==> config.mk <==
export PLATFORM = sky130hd
export DESIGN_NAME = tlc_param_controller
export DESIGN_NICKNAME = d
export VERILOG_FILES = /design/src/rtl/tlc_pkg.sv /design/src/rtl/tlc_tick_timer.sv /design/src/rtl/tlc_param_controller.sv
export SDC_FILE = /design/constraint.sdc
export NUM_CORES = 1
export LEC_CHECK = 0
export CORE_AREA = 5 5 53 67
export DETAILED_ROUTE_END_ITERATION = 16
export DIE_AREA = 0 0 58 72
export DONT_BUFFER_PORTS = 1
export SLEW_MARGIN = 5
export SYNTH_ARGS = -nofsm -noshare
export SYNTH_HDL_FRONTEND = slang
export SYNTH_SLANG_ARGS = --single-unit
==> constraint.sdc <==
create_clock -name clk_i -period 3.6 [get_ports clk_i]
set_input_delay 0.72 -clock clk_i [delete_from_list [all_inputs] [get_ports clk_i]]
set_output_delay 0.72 -clock clk_i [all_outputs]
set_load 0.02 [all_outputs]
==> src/rtl/tlc_pkg.sv <==
// rtl/tlc_pkg.sv - state codes, light codes and duration selection for the intersection controller
package tlc_pkg;

  typedef enum logic [3:0] {
    ST_ALL_RED   = 4'd0,
    ST_PED_WALK  = 4'd1,
    ST_NS_GREEN  = 4'd2,
    ST_NS_YELLOW = 4'd3,
    ST_EW_GREEN  = 4'd4,
    ST_EW_YELLOW = 4'd5
  } state_e;

  typedef enum logic [1:0] {
    DUR_ALLRED = 2'd0,
    DUR_PED    = 2'd1,
    DUR_GREEN  = 2'd2,
    DUR_YELLOW = 2'd3
  } dur_e;

  localparam logic [2:0] LIGHT_GREEN  = 3'b100;
  localparam logic [2:0] LIGHT_YELLOW = 3'b010;
  localparam logic [2:0] LIGHT_RED    = 3'b001;

  localparam logic [1:0] PED_NONE = 2'b00;
  localparam logic [1:0] PED_NS   = 2'b10;
  localparam logic [1:0] PED_EW   = 2'b01;
  localparam logic [1:0] PED_BOTH = 2'b11;

  localparam logic DIR_NS = 1'b0;
  localparam logic DIR_EW = 1'b1;

  // Illegal codes fall back to the all-red duration, matching their recovery state.
  function automatic dur_e duration_select(input state_e s);
    case (s)
      ST_PED_WALK:               return DUR_PED;
      ST_NS_GREEN, ST_EW_GREEN:  return DUR_GREEN;
      ST_NS_YELLOW, ST_EW_YELLOW: return DUR_YELLOW;
      default:                   return DUR_ALLRED;
    endcase
  endfunction

endpackage

==> src/rtl/tlc_tick_timer.sv <==
// rtl/tlc_tick_timer.sv - loadable down-counter stepped by the time-base strobe
module tlc_tick_timer #(
  parameter int unsigned TW      = 5,
  parameter int unsigned RST_VAL = 1
) (
  input  logic          clk_i,
  input  logic          rst_ni,
  input  logic          load_i,
  input  logic [TW-1:0] load_val_i,
  input  logic          tick_i,
  output logic [TW-1:0] count_o,
  output logic          expire_o
);

  localparam logic [TW-1:0] ONE = TW'(1);
  localparam logic [TW-1:0] RST = TW'(RST_VAL);

  logic [TW-1:0] count_q, count_d;

  always_comb begin
    count_d = count_q;
    if (load_i) begin
      count_d = load_val_i;
    end else if (tick_i && (count_q != '0)) begin
      count_d = count_q - ONE;
    end
  end

  always_ff @(posedge clk_i or negedge rst_ni) begin
    if (!rst_ni) begin
      count_q <= RST;
    end else begin
      count_q <= count_d;
    end
  end

  assign count_o  = count_q;
  assign expire_o = tick_i && (count_q == ONE);

endmodule

==> src/rtl/tlc_param_controller.sv <==
// rtl/tlc_param_controller.sv - four-way controller with green extension, all-red clearance and ped walk
module tlc_param_controller
  import tlc_pkg::*;
#(
  parameter int unsigned TW          = 5,
  parameter int unsigned T_GREEN     = 10,
  parameter int unsigned T_GREEN_MAX = 20,
  parameter int unsigned T_YELLOW    = 5,
  parameter int unsigned T_ALLRED    = 1,
  parameter int unsigned T_PED       = 15
) (
  input  logic          clk_i,
  input  logic          rst_ni,
  input  logic          tick_i,
  input  logic          car_ns_i,
  input  logic          car_ew_i,
  input  logic          ped_req_i,
  output logic [2:0]    light_ns_o,
  output logic [2:0]    light_ew_o,
  output logic [1:0]    light_ped_o,
  output logic          ped_pending_o,
  output logic [3:0]    state_out_o,
  output logic [TW-1:0] timer_out_o
);

  localparam logic [TW-1:0] ONE      = TW'(1);
  localparam logic [TW-1:0] D_GREEN  = TW'(T_GREEN);
  localparam logic [TW-1:0] D_GMAX   = TW'(T_GREEN_MAX);
  localparam logic [TW-1:0] D_YELLOW = TW'(T_YELLOW);
  localparam logic [TW-1:0] D_ALLRED = TW'(T_ALLRED);
  localparam logic [TW-1:0] D_PED    = TW'(T_PED);

  state_e        state_q, state_d;
  logic          next_dir_q, next_dir_d;
  logic          ped_pending_q, ped_pending_d;
  logic [TW-1:0] elapsed_q, elapsed_d;
  logic          pick_dir, extend, load;
  logic [TW-1:0] load_val, count;
  logic          expire;
  state_e        green_st;

  tlc_tick_timer #(.TW(TW), .RST_VAL(T_ALLRED)) u_timer (
    .clk_i      (clk_i),
    .rst_ni     (rst_ni),
    .load_i     (load),
    .load_val_i (load_val),
    .tick_i     (tick_i),
    .count_o    (count),
    .expire_o   (expire)
  );

  always_comb begin
    state_d       = state_q;
    next_dir_d    = next_dir_q;
    elapsed_d     = elapsed_q;
    ped_pending_d = ped_pending_q | ped_req_i;
    extend        = 1'b0;

    if (car_ns_i && !car_ew_i)      pick_dir = DIR_NS;
    else if (!car_ns_i && car_ew_i) pick_dir = DIR_EW;
    else                            pick_dir = next_dir_q;
    green_st = (pick_dir == DIR_NS) ? ST_NS_GREEN : ST_EW_GREEN;

    case (state_q)
      ST_ALL_RED:   if (expire) state_d = (ped_pending_q || ped_req_i) ? ST_PED_WALK : green_st;
      ST_PED_WALK:  if (expire) state_d = green_st;
      ST_NS_GREEN: begin
        if (expire) begin
          if (car_ns_i && !car_ew_i && !ped_pending_q && (elapsed_q < D_GMAX)) extend = 1'b1;
          else state_d = ST_NS_YELLOW;
        end
      end
      ST_EW_GREEN: begin
        if (expire) begin
          if (car_ew_i && !car_ns_i && !ped_pending_q && (elapsed_q < D_GMAX)) extend = 1'b1;
          else state_d = ST_EW_YELLOW;
        end
      end
      ST_NS_YELLOW: if (expire) state_d = ST_ALL_RED;
      ST_EW_YELLOW: if (expire) state_d = ST_ALL_RED;
      default:      state_d = ST_ALL_RED;
    endcase

    if (extend) elapsed_d = elapsed_q + ONE;

    // Entering a green hands priority to the other direction for the next undecided choice.
    if ((state_d != state_q) && ((state_d == ST_NS_GREEN) || (state_d == ST_EW_GREEN))) begin
      next_dir_d = (state_d == ST_NS_GREEN) ? DIR_EW : DIR_NS;
      elapsed_d  = D_GREEN;
    end
    if ((state_d == ST_PED_WALK) && (state_q != ST_PED_WALK)) ped_pending_d = 1'b0;

    load     = extend || (state_d != state_q);
    load_val = D_ALLRED;
    if (extend) begin
      load_val = ONE;
    end else begin
      case (duration_select(state_d))
        DUR_PED:    load_val = D_PED;
        DUR_GREEN:  load_val = D_GREEN;
        DUR_YELLOW: load_val = D_YELLOW;
        default:    load_val = D_ALLRED;
      endcase
    end
  end

  always_ff @(posedge clk_i or negedge rst_ni) begin
    if (!rst_ni) begin
      state_q       <= ST_ALL_RED;
      next_dir_q    <= DIR_NS;
      ped_pending_q <= 1'b0;
      elapsed_q     <= '0;
    end else begin
      state_q       <= state_d;
      next_dir_q    <= next_dir_d;
      ped_pending_q <= ped_pending_d;
      elapsed_q     <= elapsed_d;
    end
  end

  always_comb begin
    light_ns_o  = LIGHT_RED;
    light_ew_o  = LIGHT_RED;
    light_ped_o = PED_NONE;
    case (state_q)
      ST_PED_WALK:  light_ped_o = PED_BOTH;
      ST_NS_GREEN:  begin light_ns_o = LIGHT_GREEN;  light_ped_o = PED_NS; end
      ST_NS_YELLOW: begin light_ns_o = LIGHT_YELLOW; light_ped_o = PED_NS; end
      ST_EW_GREEN:  begin light_ew_o = LIGHT_GREEN;  light_ped_o = PED_EW; end
      ST_EW_YELLOW: begin light_ew_o = LIGHT_YELLOW; light_ped_o = PED_EW; end
      default:      light_ped_o = PED_NONE;
    endcase
  end

  assign ped_pending_o = ped_pending_q;
  assign state_out_o   = state_q;
  assign timer_out_o   = count;

endmodule

* After elaboration in Yosys (flattened, before gate mapping)
Cells that the tools add are included.
Storage, ports and cells: bits in registers 16, latch bits 0, memory bits (writable) 0, memory bits (read-only) 0, input bits 6, output and inout port bits 18, logic and storage cells 80, memories kept 0
Cells by class: add/sub/neg operators 2, multipliers 0, divide/modulo/power cells 0, $lt $le $gt $ge 1, equal/unequal tests 16, shift operators 0, multiplexer cells 30, bitwise operators 1, reductions and logical operators 25
Operator list (number):
- 4-bit 2-to-1 mux | 8
- 5-bit 2-to-1 mux | 4
- 4-bit case mux with 5 select lines | 1
- 4-bit by 2-bit equality test with 1-bit output, second input constant | 4
- 4-bit by 3-bit equality test with 1-bit output, second input constant | 4
- 2-bit case mux with 3 select lines | 2
- 3-bit case mux with 2 select lines | 2
- 4-bit case mux with 3 select lines | 1
- 1-bit logical AND | 10
- 2-bit OR reduction | 5
- 4-bit by 1-bit equality test with 1-bit output, second input constant | 2
- 1-bit 2-to-1 mux | 8
- 3-bit 2-to-1 mux | 2
- 5-bit by 1-bit adder with 5-bit output, second input constant | 1
- 5-bit by 1-bit equality test with 1-bit output, second input constant | 1
- 5-bit < comparator, second input constant | 1
- 5-bit nonzero test | 1
- 5-bit by 1-bit subtractor with 5-bit output, second input constant | 1
- 2-bit equality test, second input constant | 2
- 4-bit zero test | 1
- 4-bit by 1-bit inequality test with 1-bit output, second input constant | 1
- 4-bit inequality test | 1
- 2-bit nonzero test | 2
- 1-bit zero test | 3
- 5 further kinds | 7

* Logic depth before layout (Yosys ltp)
Gate-level depths: netlist (run 1).
depth after elaboration 16, gate-level depth with buffers 8, mapped depth without buffers 8

* Hierarchy
From an unflattened synthesis (run 1), not the netlist that was laid out.
Unflattened totals: cell total of the unflattened synthesis 131, area total of the unflattened synthesis 1132.3 um^2
By module, submodules not included:
- tlc_param_controller | times used 1, cells an instance 96, area an instance 794.5 um^2, sequential area each 275.3 um^2
- tlc_tick_timer | times used 1, cells an instance 35, area an instance 337.8 um^2, sequential area each 126.4 um^2

* Worst setup path after synthesis (run 1)
Ideal clock, no wire load.
path kind reg2reg, start reg state_q[0], in the netlist state_out_o[0], end reg u_timer.count_q[1], in the netlist u_timer.count_o[1], library setup time 0.082 ns, arrival 2.391 ns, slack 1.127 ns, cell stages (with the launch flop) 7, path buffers 0, cell sequence dfrtp_1 > nor4b_1 > o31ai_1 > o211ai_1 > o21ai_0 > ha_1 > o22ai_1
Between the ends: cells in the longest elaborated chain, start to end 11, elaborated cells between the ends (all ways) 34, classes of those cells eq/ne (14); mux (14); reduce/logical (6)
Ends and longest elaborated chain:
- start, declared | RTL line tlc_param_controller.sv:33 | state_e state_q, state_d;
- start signal, assigned | RTL line tlc_param_controller.sv:114 | state_q <= state_d;
- 4-bit by 3-bit equality test with 1-bit output (tied with other cells) | RTL line tlc_param_controller.sv:64 | case (state_q)
- 2-bit OR reduction (no source line) (tied with other cells)
- 4-bit case mux with 5 select lines | RTL line tlc_param_controller.sv:64
- 4-bit by 2-bit equality test with 1-bit output / 4-bit by 3-bit equality test with 1-bit output (equally long branches) | RTL line tlc_pkg.sv:34 | case (s)
- 2-bit OR reduction | RTL line tlc_pkg.sv:34
- 2-bit case mux with 3 select lines | RTL line tlc_pkg.sv:34
- 2-bit 2-to-1 mux | RTL line tlc_param_controller.sv:95 | if (extend) begin
- 2-bit equality test / 2-bit by 1-bit equality test with 1-bit output (equally long branches) | RTL line tlc_param_controller.sv:98 | case (duration_select(state_d))
- 4-bit case mux with 3 select lines | RTL line tlc_param_controller.sv:98
- 4-bit 2-to-1 mux | RTL line tlc_param_controller.sv:95
- 5-bit 2-to-1 mux | RTL line tlc_tick_timer.sv:22 | if (load_i) begin
- end signal, assigned | RTL line tlc_tick_timer.sv:33 | count_q <= count_d;
- end, declared | RTL line tlc_tick_timer.sv:18 | logic [TW-1:0] count_q, count_d;
Several ways; a longest one is shown, not always the timed one. The select of a mux whose other input is x is not followed. A chain may end at the register's enable or synchronous reset.

* Final worst setup path (run 1)
start reg u_timer.count_q[0], in the netlist u_timer.count_o[0], end reg elapsed_q[3]
Between the ends: cells in the longest elaborated chain, start to end 8, elaborated cells between the ends (all ways) 18, classes of those cells eq/ne (4); mux (10); reduce/logical (4)
Ends and longest elaborated chain:
- 5-bit by 1-bit equality test with 1-bit output * | RTL line tlc_tick_timer.sv:38 | assign expire_o = tick_i && (count_q == ONE);
- 1-bit logical AND * | RTL line tlc_tick_timer.sv:38
- 4-bit 2-to-1 mux, on equally long branches
- 4-bit case mux with 5 select lines | RTL line tlc_param_controller.sv:64
- 4-bit by 2-bit equality test with 1-bit output / 4-bit by 3-bit equality test with 1-bit output (equally long branches) | RTL line tlc_param_controller.sv:87 | if ((state_d != state_q) && ((state_d == ST_NS_GREEN) || (state_d == ST_EW_GREEN))) begin
- 1-bit logical OR | RTL line tlc_param_controller.sv:87
- 1-bit logical AND | RTL line tlc_param_controller.sv:87
- 5-bit 2-to-1 mux / 2-bit nonzero test (equally long branches)
- end signal, assigned | RTL line tlc_param_controller.sv:117 | elapsed_q <= elapsed_d;
- end, declared | RTL line tlc_param_controller.sv:36 | logic [TW-1:0] elapsed_q, elapsed_d;
Every way passes the cells marked *; elsewhere a longest branch is shown, timed or not.

==> run metrics, run 1 <==
count of vias placed by the detailed router 1019; IO Port Bufs 0; first-pass GRT wire length 4.726 mm; final hold vios 0; total of max-cap violations 0; worst-case headroom to the max-slew limit 0.5606; Worst EP required 3.83 ns; post-synthesis cell type count 52; kind of cell adding the most delay to the critical path simple AND/OR/NAND/NOR gates; core area around 2900 sq um; WL per Instance about 17 um; cell with the largest stage delay on the worst path sky130_fd_sc_hd__dfstp_2; CTS H-tree lvls 1; number of buffer and inverter stages on the critical path 0; critical path startpoint u_timer.count_o[0]; Hold/Removal Path Class in2async; net switching power between 300 and 400 uW; final clock period utilization by the worst path 0.7087; Crit. End Element register; number of resized instances in the post-cts repair step 0; number of enable flip-flop cells after synthesis 0; number of cells on the critical path 5; TritonCTS sink count 16; part of the total power dissipated in combinational logic 0.403; cell chain of the critical path ha_1 > or3b_2 > or4_4 > or4_1 > nand3_1; vias in the first global route 1011; # rows 22; setup repair after global routing missed its margin no; clk_skew 0.009037 ns; Total GRT Usage 0.1424; cts bufs inserted 3; status finished, final reports clean; clk_lat worst skew 0.30 ns; post-synthesis register bit count 16; cell count after synthesis 132; number of top-level pins 24; clock tree from TritonCTS built; kind of start point of the critical path register; critical path data arrival time 2.78 ns; Critical Setup Path Class reg2reg; worst voltage drop across the vdd grid about 0.36 mV; CTS root buf sky130_fd_sc_hd__clkbuf_4; share of post-route cells with drive strength above 1 0.09302; number of buffers added to fix hold violations after cts 0; final antenna-violating net count 0; leakage dissipation 0.0004999 uW; per-instance average area after synthesis between 8 and 9 sq um; portion of the post-synthesis area used by sequential elements 0.3470; power density over cell area 659.7 nW/um^2; switch share 0.4649; initial core utilization 0.4043; Core Util, Final 0.4209; post-route cell area about 1200 sq um; biggest fanout along the worst timing path 6; Layout area overhead 4.108%; DP Area 1179 sq um; count of TritonRoute iterations in the first routing pass 4; routability cong. 0.8054; pin count of the biggest net entering global routing 18; floorplan die area approximately 4200 sq um; total number of yosys warnings 0; antenna fix cells 0; die boundary height 72 um; maximum count of clock buffers along a single path 2; dominant synthesized flop cell sky130_fd_sc_hd__dfrtp_1; Critical Path Max Stage Delay ~0.65 ns; portion of total power attributed to the clock network 0.132; Post-layout nets 141; Period minus WS final 2.551 ns; share of flip-flops with an asynchronous set or reset after synthesis 1.000; Post-Syn Nets 143; x dimension of the die 58 um; Detailed Place HPWL between 2 and 2.5 mm; Clock Pin Slew Worst Setup and Hold Paths 0.10 ns; DRT Wirelength 2.757 mm; Max Slew Vio Count 0; number of DRC violations after detailed routing 0; Post-Syn Area 1157 sq um; number of vias per cell after detailed routing a little over 6; overflow left after global routing 0; Post-Route Setup TNS 0 ns; post-CTS repair timing setup buffer count 0; antenna violations before repair 0; measured slew at the worst slew-check pin approximately 0.65 ns; fraction of power consumed by sequential logic 0.465; total internal power between 400 and 500 uW; Worst Reg-to-Reg Cells 5; Reg-to-Reg Start u_timer.count_o[0]; upper clock frequency limit just under 0.4 GHz; # setup viols final 0; first-iteration detailed-routing DRC count 46
-- per-stage QoR --
| stage | std cells | total power [uW] | hold slack (ns) | worst slack, ns |
|---|---|---|---|---|
| 6_report | 165 | 794.9 | 0.09911 | 1.049 |
| 5_1_grt | 165 | 864.1 | 0.06944 | 0.8965 |
| 4_1_cts | 165 | 802.4 | 0.08816 | 1.045 |
| 3_5_place_dp | 161 | 693.9 | 0.4249 | 1.058 |
| 3_3_place_gp | 161 | 685.2 | 0.4249 | 1.097 |
| 2_1_floorplan | 132 | 626.0 | 0.4244 | 1.127 |
-- layout by cell type, fill, tap and decap left out, drive strengths merged, types with 3 or more instances in the layout --
cell | Yosys | final
ha | 5 | 5
nor3 | 4 | 4
a21oi | 4 | 4
a31oi | 5 | 5
nand2 | 6 | 6
inv | 5 | 5
o21ai | 6 | 6
nor2 | 10 | 10
o21a | 5 | 5
or4 | 4 | 4
clkbuf | 7 | 4
nand3 | 7 | 7
dfrtp | 15 | 15
and3 | 3 | 3
-- worst register-to-register path, cell delays in order (launching register included) --
cell and delay, ns:
sky130_fd_sc_hd__dfstp_2 0.65, sky130_fd_sc_hd__ha_1 0.23, sky130_fd_sc_hd__or3b_2 0.50, sky130_fd_sc_hd__or4_4 0.54, sky130_fd_sc_hd__or4_1 0.48, sky130_fd_sc_hd__nand3_1 0.09
-- cell type report --
type                    instances  area [sq um]
clock buffers                   4         26.28
fillers                       295          1658
inverters                       5         18.77
multi-input cells             102         698.2
flip-flops and latches         16         401.6
well taps                      36         45.04
repair buffers                  2         15.01
-- routing by layer --
| metal | vias to the layer above | part of all wire | global-route usage |
|---|---|---|---|
| li1 | 487 | - | - |
| met1 | 501 | 0.44 | 0.1804 |
| met2 | 27 | 0.48 | 0.2261 |
| met3 | 4 | 0.067 | 0.03915 |
| met4 | 0 | 0.015 | 0.05928 |
| met5 | - | 0 | 0 |
-- power by group through the flow --
| stage | Sequential [uW] | Combinational (uW) | Clock [uW] |
|---|---|---|---|
| after floorplan | 328 | 298 | 0 |
| after global placement | 371 | 315 | 0 |
| after detailed placement | 374 | 320 | 0 |
| after CTS | 371 | 323 | 109 |
| after global routing | 384 | 360 | 120 |
| final | 370 | 320 | 105 |
-- sequential cells by signal, indices dropped and copies added (netlist names) --
signal	cells
ped_pending_o	1
elapsed_q	5
u_timer.count_o	5
state_out_o	4
next_dir_q	1
-- synth_stat cells (4+ instances only) --
cell,n,area (sq um)
sky130_fd_sc_hd__o21a_1,5,37.54
sky130_fd_sc_hd__o21ai_0,6,30.03
sky130_fd_sc_hd__nand3_1,7,35.03
sky130_fd_sc_hd__dfrtp_1,15,375.4
sky130_fd_sc_hd__clkbuf_1,7,26.28
sky130_fd_sc_hd__ha_1,5,62.56
sky130_fd_sc_hd__nand2_1,6,22.52
sky130_fd_sc_hd__nor3_1,4,20.02
sky130_fd_sc_hd__a21oi_1,4,20.02
sky130_fd_sc_hd__nor2_1,10,37.54
sky130_fd_sc_hd__inv_1,5,18.77
sky130_fd_sc_hd__a31oi_1,5,31.28
-- cells by family after synthesis --
| family | Yosys count | share of synthesized area |
|---|---|---|
| AND/OR/NAND/NOR | 53 | 0.2746 |
| AO/OA/AOI/OAI | 39 | 0.2368 |
| flip-flops | 16 | 0.3470 |
| buffers and inverters | 14 | 0.04973 |
| adder cells (fa/ha/maj) | 6 | 0.06270 |
| multiplexers | 2 | 0.01838 |
| other | 1 | 0.003240 |
| XOR/XNOR | 1 | 0.007569 |
-- worst paths after layout --
check,end,slack (ns)
worst min register to register,next_dir_q,0.50
worst max-delay path,elapsed_q[3],1.05
min in group clk_i,next_dir_q,0.50
max in group asynchronous,u_timer.count_o[0],3.32
worst min-delay path,state_out_o[2],0.1
worst max register to register,elapsed_q[3],1.05
(Power assumes the default switching activity.)
==> run 2: changes to the inputs <==
- clock period: 3.6 -> 2.41 ns (I/O delays scaled with it)
==> run 2 against run 1 <==
Highest routed layer unchanged. Worst hold slack better by 0.28 ns. Global-route usage up 1.4 points. First-iteration DRC count down 17%.
==> run metrics, run 2 (same netlist as run 1, synthesis figures left out) <==
Reg-to-Reg Start u_timer.count_o[0]; reg-to-reg endpoint elapsed_q[3]; DRT Wirelength 3.041 mm (+10%); setup repair after global routing missed its margin no; commonest non-fill, non-tap cells in the layout sky130_fd_sc_hd__dfrtp_1 (15), sky130_fd_sc_hd__buf_4 (15), sky130_fd_sc_hd__nor2_1 (10), sky130_fd_sc_hd__nand3_1 (7); number of top-level pins 24 (unchanged); # rows 22 (unchanged); Hold/Removal Path Class in2reg; total of max-cap violations 0 (unchanged); CTS root buf sky130_fd_sc_hd__clkbuf_4; end of the critical path elapsed_q[3]; overflow left after global routing 0 (unchanged); TritonCTS sink count 16 (unchanged); count of TritonRoute iterations in the first routing pass 4 (unchanged); core area 2863 sq um (unchanged); post-CTS repair timing setup buffer count 0 (unchanged); final hold vios 0 (unchanged); power density over cell area 1008 nW/um^2 (+53%); clock tree from TritonCTS built; upper clock frequency limit 0.4360 GHz (+11%); Worst Reg-to-Reg Cells 5 (unchanged); floorplan die area 4176 sq um (unchanged); first-iteration detailed-routing DRC count 38 (-17%); initial core utilization 0.4043 (unchanged); DP Cell Count 174 (+8.1%); Critical Setup Path Class reg2reg; Fillers 294 (-0.34%); measured slew at the worst slew-check pin 0.7405 ns (+0.08637 ns); routing usage on met3 0.03203 (-0.007117); layer with the highest usage met2; first-pass GRT wire length 5.154 mm (+9.1%); worst voltage drop across the vdd grid 0.5958 mV (+67%); number of DRC violations after detailed routing 0 (unchanged); count of vias placed by the detailed router 1059 (+3.9%); Layout area overhead 16.76%; # setup viols final 0 (unchanged); post-layout instance count excluding filler cells 180 (+9.1%); IO Port Bufs 0 (unchanged); critical path data arrival time 2.52 ns (-0.26 ns); Total GRT Usage 0.1561 (+0.01368); number of vias per cell after detailed routing 5.883 (-4.7%); antenna fix cells 0 (unchanged); leakage dissipation 0.0005827 uW (+17%); final antenna-violating net count 0 (unchanged); status finished, final reports clean; routability cong. 0.7278 (-9.6%); critical path startpoint u_timer.count_o[0]; cts bufs inserted 3 (unchanged); die boundary height 72 um (unchanged); clk_lat worst skew 0.30 ns (about the same); CTS H-tree lvls 1 (unchanged); maximum count of clock buffers along a single path 2 (unchanged); worst-case headroom to the max-slew limit 0.5047 (-0.05585); kind of start point of the critical path register; Max Slew Vio Count 0 (unchanged); share of post-route cells with drive strength above 1 0.1944 (+0.1014); Post-Route Setup TNS 0 ns (unchanged); Clock Pin Slew Worst Setup and Hold Paths 0.11 ns (about the same); x dimension of the die 58 um (unchanged); Core Util, Final 0.4720 (+0.05114); biggest fanout along the worst timing path 6 (unchanged); Worst EP required 2.64 ns (-1.19 ns); vias in the first global route 1126 (+11%); WL per Instance 16.89 um (+1.1%); final clock period utilization by the worst path 0.9518 (+0.2431); clk_skew 0.01486 ns (+0.005823 ns); met1 Use GR 0.1840 (+0.003591); Crit. End Element register; Period minus WS final 2.294 ns (-0.2576 ns); pin count of the biggest net entering global routing 17 (-1); Detailed Place HPWL 2.283 mm (+8.7%); Post-layout nets 156 (+11%); GR met2 Demand/Resource 0.2802 (+0.05402); setup slack of the worst register-to-register path 0.12 ns (-0.93 ns); antenna violations before repair 0 (unchanged)
==> run 2: cell types whose count changed in the layout (fill, tap and decap cells not counted), sizes merged <==
cell	before	now
buf	2	15
dlygate4sd3	0	2
==> run 2: metrics by stage <==
| stage | setup WS [ns] | total power [uW] | hold WS (ns) | instance area (sq um) |
|---|---|---|---|---|
| 2_1_floorplan | 0.01640 | 950.3 | 0.1864 | 1176 |
| 3_3_place_gp | 0.1172 | 1152 | 0.1868 | 1295 |
| 3_5_place_dp | 0.08028 | 1174 | 0.1869 | 1295 |
| 4_1_cts | 0.04360 | 1372 | 0.0009418 | 1341 |
| 5_1_grt | 0.02723 | 1472 | 0.3936 | 1351 |
| 6_report | 0.1162 | 1362 | 0.3792 | 1351 |
==> run 2: area by class of cell <==
| type | count | area [sq um] | area share |
|---|---|---|---|
| repair buffers | 17 | 132.6 | 0.09815 |
| clock buffers | 4 | 36.28 | 0.02685 |
| inverters | 5 | 18.77 | 0.01389 |
| multi-input cells | 102 | 716.9 | 0.5306 |
| flip-flops and latches | 16 | 401.6 | 0.2972 |
| well taps | 36 | 45.04 | 0.03333 |
==> run 2: worst min path at each step <==
stage / slack (ns) / endpoint / start / cells after the start
final: 0.38 / ped_pending_o / ped_req_i / 2
after CTS: 0.0009 / u_timer.count_o[0] / rst_ni / 0
after global routing: 0.39 / u_timer.count_o[1] / tick_i / 2
after global placement: 0.19 / state_out_o[1] / rst_ni / 0
after detailed placement: 0.19 / state_out_o[1] / rst_ni / 0
after floorplan: 0.19 / elapsed_q[0] / rst_ni / 0
==> run 2: worst max-delay path, cell delays in order, from the launching register on <==
cell and delay (ns):
sky130_fd_sc_hd__dfstp_2 0.57, sky130_fd_sc_hd__ha_4 0.14, sky130_fd_sc_hd__or3b_2 0.46, sky130_fd_sc_hd__or4_4 0.46, sky130_fd_sc_hd__or4_1 0.49, sky130_fd_sc_hd__nand3_1 0.09
==> run 2: repair_timing <==
| item | CTS | global route |
|---|---|---|
| endpoints found under the setup margin | 0 | 1 |
| hold buffers | 1 | 1 |
| gates resized for setup | 0 | 0 |
| endpoints found under the hold margin | 15 | 1 |
==> run 2: report_power, final <==
group / leakage (uW) / switching (uW) / internal (uW)
Combinational: 0.000362 / 392 / 314
Sequential: 0.000199 / 112 / 356
Clock: 0.0000210 / 96.4 / 92.1
Total: 0.000583 / 601 / 761
==> run 2: metal layers <==
| layer | share of wire | vias to the layer above |
|---|---|---|
| met1 | 0.44 | 515 |
| li1 | - | 523 |
| met4 | 0.011 | 0 |
| met5 | 0 | - |
| met2 | 0.50 | 17 |
| met3 | 0.051 | 4 |
